## config.mk

```make
export PLATFORM = sky130hd
export DESIGN_NAME = cmp_sched
export DESIGN_NICKNAME = d
export VERILOG_FILES = /design/src/rtl/cmp_sched.sv
export SDC_FILE = /design/constraint.sdc
export NUM_CORES = 1
export LEC_CHECK = 0
export ABC_AREA = 1
export CORE_UTILIZATION = 35
export CTS_CLUSTER_DIAMETER = 60
export DETAILED_ROUTE_END_ITERATION = 10
export MAX_ROUTING_LAYER = met4
export PLACE_DENSITY = 0.77
export SLEW_MARGIN = 20
export SYNTH_ARGS = -nofsm -noshare
export SYNTH_HDL_FRONTEND = slang
export SYNTH_SLANG_ARGS = --single-unit
```

## constraint.sdc

```tcl
create_clock -name clk -period 1.55 [get_ports clk]
set_input_delay 0.155 -clock clk [delete_from_list [all_inputs] [get_ports clk]]
set_output_delay 0.155 -clock clk [all_outputs]
set_load 0.02 [all_outputs]
```

## src/rtl/cmp_sched.sv

```systemverilog
// cmp_sched: shares one registered comparator among NUM_REQ requesters, one request in flight; response valid CMP_LAT+1 cycles after accept.
// req_ready stays low until the response handshakes; arbitration is round-robin with CMP_SCHED_RR_EN, otherwise fixed priority.
module cmp_sched #(
  parameter int DATA_WIDTH = 16,
  parameter int NUM_REQ    = 4,
  parameter int ID_W       = 2,
  parameter int CMP_LAT    = 1
) (
  input  logic                          clk,
  input  logic                          rstn,
  input  logic [NUM_REQ-1:0]            req_valid,
  output logic [NUM_REQ-1:0]            req_ready,
  input  logic [NUM_REQ*DATA_WIDTH-1:0] req_in1,
  input  logic [NUM_REQ*DATA_WIDTH-1:0] req_in2,
  output logic [DATA_WIDTH-1:0]         cmp_in1,
  output logic [DATA_WIDTH-1:0]         cmp_in2,
  input  logic [DATA_WIDTH-1:0]         cmp_out,
  output logic                          resp_valid,
  input  logic                          resp_ready,
  output logic [ID_W-1:0]               resp_id,
  output logic [DATA_WIDTH-1:0]         resp_data,
  output logic                          busy
);
  localparam int CNT_W = $clog2(CMP_LAT + 1);

  typedef enum logic [1:0] {
    IDLE = 2'd0,
    WAIT = 2'd1,
    RESP = 2'd2
  } state_t;

  state_t                state, state_nxt;
  logic [CNT_W-1:0]      cnt;
  logic [ID_W-1:0]       cur_id;
  logic [ID_W-1:0]       win_id;
  logic                  win_vld;
  logic                  accept;
  logic                  cnt_last;
  logic [DATA_WIDTH-1:0] win_in1;
  logic [DATA_WIDTH-1:0] win_in2;

`ifdef CMP_SCHED_RR_EN
  localparam logic [ID_W:0] NREQ = (ID_W+1)'(NUM_REQ);

  logic [ID_W-1:0]      ptr;
  logic [ID_W-1:0]      off;
  logic [2*NUM_REQ-1:0] rot_src;
  logic [2*NUM_REQ-1:0] rot_sh;
  logic [NUM_REQ-1:0]   rot;
  logic [ID_W:0]        sum;

  // Rotate the request vector so the pointer position lands at bit 0,
  // then the lowest set bit is the first requester at/after the pointer.
  assign rot_src = {req_valid, req_valid};
  assign rot_sh  = rot_src >> ptr;
  assign rot     = rot_sh[NUM_REQ-1:0];

  always_comb begin
    win_vld = 1'b0;
    off     = '0;
    for (int k = NUM_REQ - 1; k >= 0; k--) begin
      if (rot[k]) begin
        win_vld = 1'b1;
        off     = ID_W'(k);
      end
    end
  end

  assign sum    = {1'b0, ptr} + {1'b0, off};
  assign win_id = (sum >= NREQ) ? ID_W'(sum - NREQ) : ID_W'(sum);

  always_ff @(posedge clk or negedge rstn) begin
    if (!rstn) begin
      ptr <= '0;
    end else if (accept) begin
      ptr <= (win_id == ID_W'(NUM_REQ - 1)) ? '0 : win_id + ID_W'(1);
    end
  end
`else
  always_comb begin
    win_vld = 1'b0;
    win_id  = '0;
    for (int k = NUM_REQ - 1; k >= 0; k--) begin
      if (req_valid[k]) begin
        win_vld = 1'b1;
        win_id  = ID_W'(k);
      end
    end
  end
`endif

  always_comb begin
    win_in1 = '0;
    win_in2 = '0;
    for (int k = 0; k < NUM_REQ; k++) begin
      if (win_id == ID_W'(k)) begin
        win_in1 = req_in1[k*DATA_WIDTH +: DATA_WIDTH];
        win_in2 = req_in2[k*DATA_WIDTH +: DATA_WIDTH];
      end
    end
  end

  assign accept   = (state == IDLE) && win_vld;
  assign cnt_last = (cnt == CNT_W'(1));

  always_ff @(posedge clk or negedge rstn) begin
    if (!rstn) begin
      state <= IDLE;
    end else begin
      state <= state_nxt;
    end
  end

  always_comb begin
    state_nxt = state;
    case (state)
      IDLE:    if (win_vld)    state_nxt = WAIT;
      WAIT:    if (cnt_last)   state_nxt = RESP;
      RESP:    if (resp_ready) state_nxt = IDLE;
      default: state_nxt = IDLE;
    endcase
  end

  // Grant is combinational in the IDLE cycle; masked during reset so a held
  // request never sees a spurious accept while rstn is low.
  always_comb begin
    req_ready  = '0;
    if (accept && rstn) req_ready = NUM_REQ'(1) << win_id;
    busy       = (state != IDLE);
    resp_valid = (state == RESP);
  end

  always_ff @(posedge clk or negedge rstn) begin
    if (!rstn) begin
      cmp_in1   <= '0;
      cmp_in2   <= '0;
      cur_id    <= '0;
      cnt       <= '0;
      resp_id   <= '0;
      resp_data <= '0;
    end else if (accept) begin
      cmp_in1 <= win_in1;
      cmp_in2 <= win_in2;
      cur_id  <= win_id;
      cnt     <= CNT_W'(CMP_LAT);
    end else if (state == WAIT) begin
      cnt <= cnt - CNT_W'(1);
      if (cnt_last) begin
        resp_data <= cmp_out;
        resp_id   <= cur_id;
      end
    end
  end

endmodule

```

== Yosys cells after proc, flatten, opt, wreduce, memory -nomap -nowiden ==
Cells that the tools add are included.
Word-level totals
  register bits after elaboration: 55
  logic and storage cells: 49
  bits of input ports: 151
  output and inout port bits: 56
Operators by class
  shift-type cells: 1
  $add $sub $neg: 1
  bitwise operators: 1
  multiplexer cells: 23
  equality and inequality tests: 8
  reductions and logical operators: 8
Operators by type and width (number)
  two-way mux 16 bit: 8
  two-way mux 2 bit: 7
  equality test 2 bit (second input constant): 3
  two-way mux 1 bit: 6
  case mux 2 bit (3 select lines): 1
  AND reduction 3 bit: 2
  equality test 2 x 1 -> 1 bit (second input constant): 2
  zero test 2 bit: 2
  two-way mux 4 bit: 1
  inequality test 2 bit (second input constant): 2
  nonzero test 2 bit: 2
  << shifter 1 x 2 -> 4 bit (first input constant): 1
  logical AND 1 bit: 2
  inequality test 2 x 1 -> 1 bit (second input constant): 1
  NOT 1 bit: 1
  subtractor 1 bit (second input constant): 1

== Logic depth before layout (Yosys ltp) ==
Gate-level depths: netlist of run 1.
  depth in word-level cells: 9
  mapped depth: 10
  gate-level depth less buffers: 8

== Least setup slack after synthesis of run 1 ==
Ideal clock, no wire load.
  kind: reg-to-reg
  from: register state[0]
  to: register cmp_in1[0]
  library setup time: 0.116 ns
  data required time: 1.434 ns
  period minus slack after synthesis: 1.403 ns
  arrival: 1.287 ns
  setup slack: 0.147 ns
  path buffers: 2
  stages on the path, launching flop included: 9
  path through: dfrtp_1 -> inv_1 -> nand2_1 -> a21oi_2 -> inv_2 -> buf_4 -> buf_2 -> nand2_1 -> nand2_1
On the way
  longest elaborated chain between the ends: 2
Ends and longest elaborated chain
  from (decl): line 32  | state_t state, state_nxt;
  from (signal assigned): line 110  | state <= state_nxt;
  zero test 2 bit: line 103  | assign accept = (state == IDLE) && win_vld;
  logical AND 1 bit: line 103
  to (signal assigned): line 142  | cmp_in1 <= win_in1;
  to (decl): line 15  | output logic [DATA_WIDTH-1:0] cmp_in1,
No other way between the ends.
A chain may end at the register's enable or synchronous reset.

== Final worst setup path of run 1 ==
  from: register state[0]
  to: output req_ready[0]
On the way
  longest elaborated chain between the ends: 4
Ends and longest elaborated chain
  zero test 2 bit: line 103
  logical AND 1 bit: line 103
  logical AND 1 bit: line 128  | if (accept && rstn) req_ready = NUM_REQ'(1) << win_id;
  two-way mux 4 bit: line 128
  to (decl): line 12  | output logic [NUM_REQ-1:0] req_ready,
No other way between the ends.

==> flow_summary.yaml, run 1 <==
global_route:
  top_usage_layer: "met2"
  use_met1_pct: 26.1
  antenna_found_initial: 0
  grt_pass1_vias: 4052
  grt_max_degree: 56
  grt_use_met3_pct: 4.94
  grt_usage_pct: 24.0
  grt_pass1_wl_um: 18500
  use_met2_pct: 44.1
  overflow: 0
yosys:
  synthArstFlopShare_pct: 100
  synth_cell_types: 21
  syn-cell-area_um2: 3360
  synth_fa_ha_area_share_pct: 0
  ys_warn_count: 0
  synth_edf_count: 0
  synth_area_per_cell_um2: 6.83
  synth_nets: 643
  synthFlopType: "dfrtp_1"
  synth_cells: 492
  synth_area_leader_cell: "dfrtp_1"
  synth-seq-cells: 55
  synth.area.top_cells: "dfrtp_1 41%, nand2_1 19%, nand3_1 14%"
  yosysSeqAreaShare_pct: 41.0
  synthMuxAreaShare_pct: 6.03
  synth-simple-area-share_pct: 42.1
  synth_top_family_by_area: "simple AND/OR/NAND/NOR gates"
  synthXorXnorAreaFrac_pct: 0
  synth_top_area_share_pct: 41.0
  synth_compound_area_share_pct: 1.34
power_and_ir_drop:
  pwr-share-clk_pct: 10.8
  combPwrFrac_pct: 58.9
  intPower_mw: 4.87
  swShare_pct: 40.7
  ir_drop_v: 0.000639
  pwr-share-seq_pct: 30.3
  p_switching_mw: 3.34
  leakagePower_nw: 2.83
  cellPowerDensity_nw_per_um2: 1420
setup_path:
  reg2reg_slack_ps: 210
  cp_cell_sequence: "inv_2 -> nand2_2 -> a21oi_2 -> nand2_2 -> nor2_2 -> buf_6"
  critPathMaxStageDelay_ps: 410
  path_class: "flop to output pin"
  crit_top_cell: "nand2_2"
  cp-end-kind: "output pin"
  crit_buf_inv: 2
  critPathRequiredTime_ps: 1390
  r2r_cells: 9
  arrival_ps: 1350
  cp-start-kind: "flop"
  timing.rr.start: "state[0]$_DFFE_PN0P_"
  crit-reg2reg-capture: "cmp_in1[7]$_DFFE_PN0P_"
  critPathMaxFanout: 4
  cp-startpoint: "state[0]$_DFFE_PN0P_"
  cp_top_family: "flip-flops"
  cp_slowest_cell: "dfrtp_1"
floorplan:
  coreArea_um2: 9280
  initial_utilization_pct: 36.2
  core.rowCount: 35
  die_h_um: 100
  dieWidth_um: 100
  die_area_um2: 9990
  ios: 207
clock_network:
  cts.sinks: 55
  hold_buffers: 0
  cts_buffers: 5
  clock_tree.buffer_depth: 2
  clock_latency_ps: 320
  cts_tree: "yes"
  root_buffer: "clkbuf_8"
  clkTransAtPathRegs_ps: 110
  cts-htree-levels: 2
route:
  drt_pass1_iterations: 4
  initialDrtViolationCount: 130
  wire_per_inst_um: 13.7
  ant_nets: 0
  num_vias: 4007
  detail_route.vias_per_cell: 4.82
  wirelength_um: 11400
  drc_errors: 0
timing:
  hold_violations: 25
  fin_crit_sh_pct: 96.8
  hold_ws_ps: -22.0
  fin_skew_ps: 8.37
  rsz0062_at_grt: "true"
  slew_headroom_pct: 53.3
  setup_viol: 0
  fmax_ghz: 0.666
  post-route-min-period_ps: 1500
  slew_violations: 0
  tightest_slew_ps: 701
  tns_ps: 0
run_status:
  status: "finished with violations"
  violations: "negative hold slack"
placement:
  io_buffers: 206
  hpwl_um: 8370
  dp.cells: 823
  place_congestion: 0.883
layout:
  n_antenna_cell: 0
  area_delta_synth_final_pct: 72.2
  layout.cells.non_filler: 831
  fin_nets: 852
  drive_above_1_share_pct: 10.3
run:
  drv_cap: 0
hold_path:
  worstHoldPathType: "input port to async pin"
sequential cells by signal, indices dropped and copies added (netlist names):
signal,count
cmp_in1,16
cmp_in2,16
resp_data,16
cur_id,2
resp_id,2
state,2
cnt,1
per-stage QoR:
stage                     utilization [%]  worst slack, ps  total power, mW  hold WS, ps  area (µm²)
after floorplan                         -              147             4.96         -141        3360
after global placement               61.0             -389             7.24          364        5670
after detailed placement             61.0             -407             7.37          368        5670
after CTS                            61.9            -25.2             8.26         9.55        5750
after global routing                 62.3            -54.6             8.83         53.6        5780
final                                62.3             49.4             8.22        -22.0        5780
worst max-delay path by stage:
stage	end	slack [ps]	depth (start not counted)
after floorplan	cmp_in1[0]$_DFFE_PN0P_	150	8
after global placement	req_ready[0]	-390	6
after detailed placement	req_ready[0]	-410	6
after CTS	req_ready[0]	-30	6
after global routing	req_ready[0]	-50	6
final	req_ready[0]	50	6
routing by layer:
| layer | routed length [µm] | share of wire [%] |
|---|---|---|
| met3 | 838 | 7.4 |
| met5 | 0 | 0 |
| met2 | 5760 | 51 |
| met4 | 163 | 1.4 |
| met1 | 4600 | 40 |
logic make-up after synthesis:
logic type             after synthesis
AO/OA/AOI/OAI                        7
buffers and inverters               72
flip-flops                          55
multiplexers                        18
AND/OR/NAND/NOR                    340
layout make-up:
cell class	instances	area, µm²
inverters	41	154
multi-input cells	365	1680
clock inverters	3	31.3
clock buffers	5	68.8
well taps	129	161
flip-flops and latches	55	1380
fillers	841	3500
repair buffers	233	2310
synth_stat cells, types with 2 or more instances:
library cell and number:
nor2_1 71, buf_2 19, buf_6 2, dfrtp_1 55, clkbuf_1 6, buf_4 3
inv_1 40, nand3_1 96, mux2_2 18, nand2_1 169, o21ai_0 3
timing repair:
action / in CTS / in global routing
gates resized for setup: 20 / 13
hold endpoints to repair: 0 / 0
setup buffers: 0 / 0
endpoints found under the setup margin: 6 / 15
pin swaps: 0 / 1
power groups by stage:
| stage | logic (mW) | registers [mW] | clock network, mW |
|---|---|---|---|
| finish | 4.84 | 2.49 | 0.889 |
| global route | 5.26 | 2.59 | 0.982 |
| CTS | 4.84 | 2.50 | 0.923 |
| detailed placement | 4.84 | 2.52 | 0 |
| global placement | 4.76 | 2.48 | 0 |
| floorplan | 1.68 | 3.28 | 0 |
layout by cell type, fill, tap and decap left out:
cell,netlist,final
nor2_1,71,68
nand3_1,96,96
buf_6,2,4
buf_2,19,1
a21oi_2,1,1
dlygate4sd2_1,0,2
a21oi_1,1,1
o21ai_0,3,3
inv_1,40,38
nand2_2,1,2
nand3_2,1,1
inv_8,0,2
nand2_1,169,167
mux2_2,18,18
nor2_4,1,1
clkinv_4,0,1
buf_4,3,23
o31ai_1,1,1
buf_12,0,4
nor2_2,1,4
clkdlybuf4s50_1,0,199
nand2_4,0,1
inv_2,1,3
clkbuf_8,0,5
dfrtp_1,55,55
o21ai_2,1,1
(Power assumes the default switching activity.)
==> run 2, diff against run 1 <==
SLEW_MARGIN = default   (was 20)
==> results of run 2 <==
Final layout, timing and power as in run 1 (identical DEF).
==> run 3, diff against run 2 <==
TNS_END_PERCENT = 20   (was default)
==> run 3 against run 2 <==
  * The run still ends with negative hold slack left
  * Global-route usage unchanged
  * Die area did not move
  * Clock skew stayed put
  * Power stayed put
  * Clock-buffer cell count is the same
  * First-iteration DRC count stayed put
  * Via count unchanged
  * Critical path depth is the same
==> flow_summary.yaml, run 3 (synthesis gave the netlist of run 1 again) <==
floorplan:
  coreArea_um2: 9280
  core.rowCount: 35
  die_area_um2: 9990
  ios: 207
  die_h_um: 100
  dieWidth_um: 100
  initial_utilization_pct: 36.2
global_route:
  top_usage_layer: "met2"
  grt_use_met3_pct: 4.94
  grt_usage_pct: 24.0
  grt_max_degree: 56
  antenna_found_initial: 0
  grt_pass1_vias: 4052
  use_met1_pct: 26.1
  use_met2_pct: 44.1
  overflow: 0
  grt_pass1_wl_um: 18500
route:
  num_vias: 4007
  ant_nets: 0
  drc_errors: 0
  detail_route.vias_per_cell: 4.82
  wire_per_inst_um: 13.7
  initialDrtViolationCount: 130
  wirelength_um: 11400
  drt_pass1_iterations: 4
layout:
  top_regs: "cmp_in1 (16), cmp_in2 (16), resp_data (16)"
  n_antenna_cell: 0
  seq_area_um2: 1380
  area_delta_synth_final_pct: 72.2
  layout_common_cells: "199 x clkdlybuf4s50_1, 167 x nand2_1, 96 x nand3_1"
  layout.cells.non_filler: 831
  fillCellCount: 841
  final_common_cell: "clkdlybuf4s50_1"
  drive_above_1_share_pct: 10.3
  fin_nets: 852
  multi_input_area_um2: 1680
  fin_util_pct: 62.3
timing:
  fin_skew_ps: 8.37
  setup_viol: 0
  worst_slack_ps: 49.4
  fmax_ghz: 0.666
  tns_ps: 0
  hold_ws_ps: -22.0
  rsz0062_at_grt: "true"
  slew_headroom_pct: 53.3
  fin_crit_sh_pct: 96.8
  tightest_slew_ps: 701
  hold_violations: 25
  slew_violations: 0
  post-route-min-period_ps: 1500
setup_path:
  cp-end-kind: "output pin"
  path_class: "flop to output pin"
  critPathMaxFanout: 4
  cp-start-kind: "flop"
  critPathRequiredTime_ps: 1390
  arrival_ps: 1350
clock_network:
  cts-htree-levels: 2
  cts.sinks: 55
  root_buffer: "clkbuf_8"
  clock_latency_ps: 320
  clkTransAtPathRegs_ps: 110
  cts_buffers: 5
  cts_tree: "yes"
  clock_tree.buffer_depth: 2
placement:
  place_congestion: 0.883
  hpwl_um: 8370
  dp.cells: 823
  post-place-ws_ps: -407
  io_buffers: 206
power_and_ir_drop:
  power.total_mw: 8.22
  ir_drop_v: 0.000639
  cellPowerDensity_nw_per_um2: 1420
  leakagePower_nw: 2.83
run_status:
  violations: "negative hold slack"
  status: "finished with violations"
hold_path:
  worstHoldPathType: "input port to async pin"
run:
  drv_cap: 0
-- run 3: cell counts in the layout (fill, tap and decap cells not counted) --
No cell type changed its count.
-- run 3: repair_timing --
action / in CTS / in global routing
hold buffers: 0 / 0
endpoints found under the setup margin: 6 / 15
endpoints found under the hold margin: 0 / 0
resized for setup: 18 / 15
buffers inserted: 0 / 0
pin swaps: 0 / 1
-- run 3: path summary, 6_finish.rpt --
kind	to	start	depth (start not counted)	slack [ps]
worst max-delay path	req_ready[0]	state[0]$_DFFE_PN0P_	6	50
worst min-delay path	cmp_in1[6]$_DFFE_PN0P_	rstn	2	-20
worst max register to register	cmp_in1[7]$_DFFE_PN0P_	state[0]$_DFFE_PN0P_	9	210
worst min register to register	cmp_in1[5]$_DFFE_PN0P_	cmp_in1[5]$_DFFE_PN0P_	2	490
max in group asynchronous	cmp_in1[2]$_DFFE_PN0P_	rstn	2	1080
min in group clk	state[1]$_DFFE_PN0P_	resp_ready	2	410
-- run 3: metrics by stage --
step                instance area, µm²  hold WS (ps)
floorplan                         3360          -141
global placement                  5670           364
detailed placement                5670           368
CTS                               5750          9.55
global route                      5780          53.6
finish                            5780         -22.0
-- run 3: worst max-delay path, stage by stage, from the launching register on --
cell and delay (ps):
dfrtp_1 410, inv_2 70, nand2_2 70, a21oi_2 140, nand2_2 100, nor2_2 120, buf_6 130
-- run 3: routing by layer --
metal,vias up,wire [µm],share of wire [%]
li1,1955,-,-
met1,1863,4600,40
met2,170,5760,51
met3,19,838,7.4
met4,0,163,1.4
met5,-,0,0
-- run 3: layout make-up --
| class | count | area share, % |
|---|---|---|
| Tap cell | 129 | 2.79 |
| Clock buffer | 5 | 1.19 |
| Timing Repair Buffer | 233 | 40.0 |
| Multi-Input combinational cell | 365 | 29.1 |
| Inverter | 41 | 2.66 |
| Clock inverter | 3 | 0.541 |
| Sequential cell | 55 | 23.8 |
-- run 3: power breakdown --
| part | switching (mW) | internal [mW] |
|---|---|---|
| clock network | 0.544 | 0.345 |
| registers | 0.359 | 2.13 |
| logic | 2.44 | 2.39 |
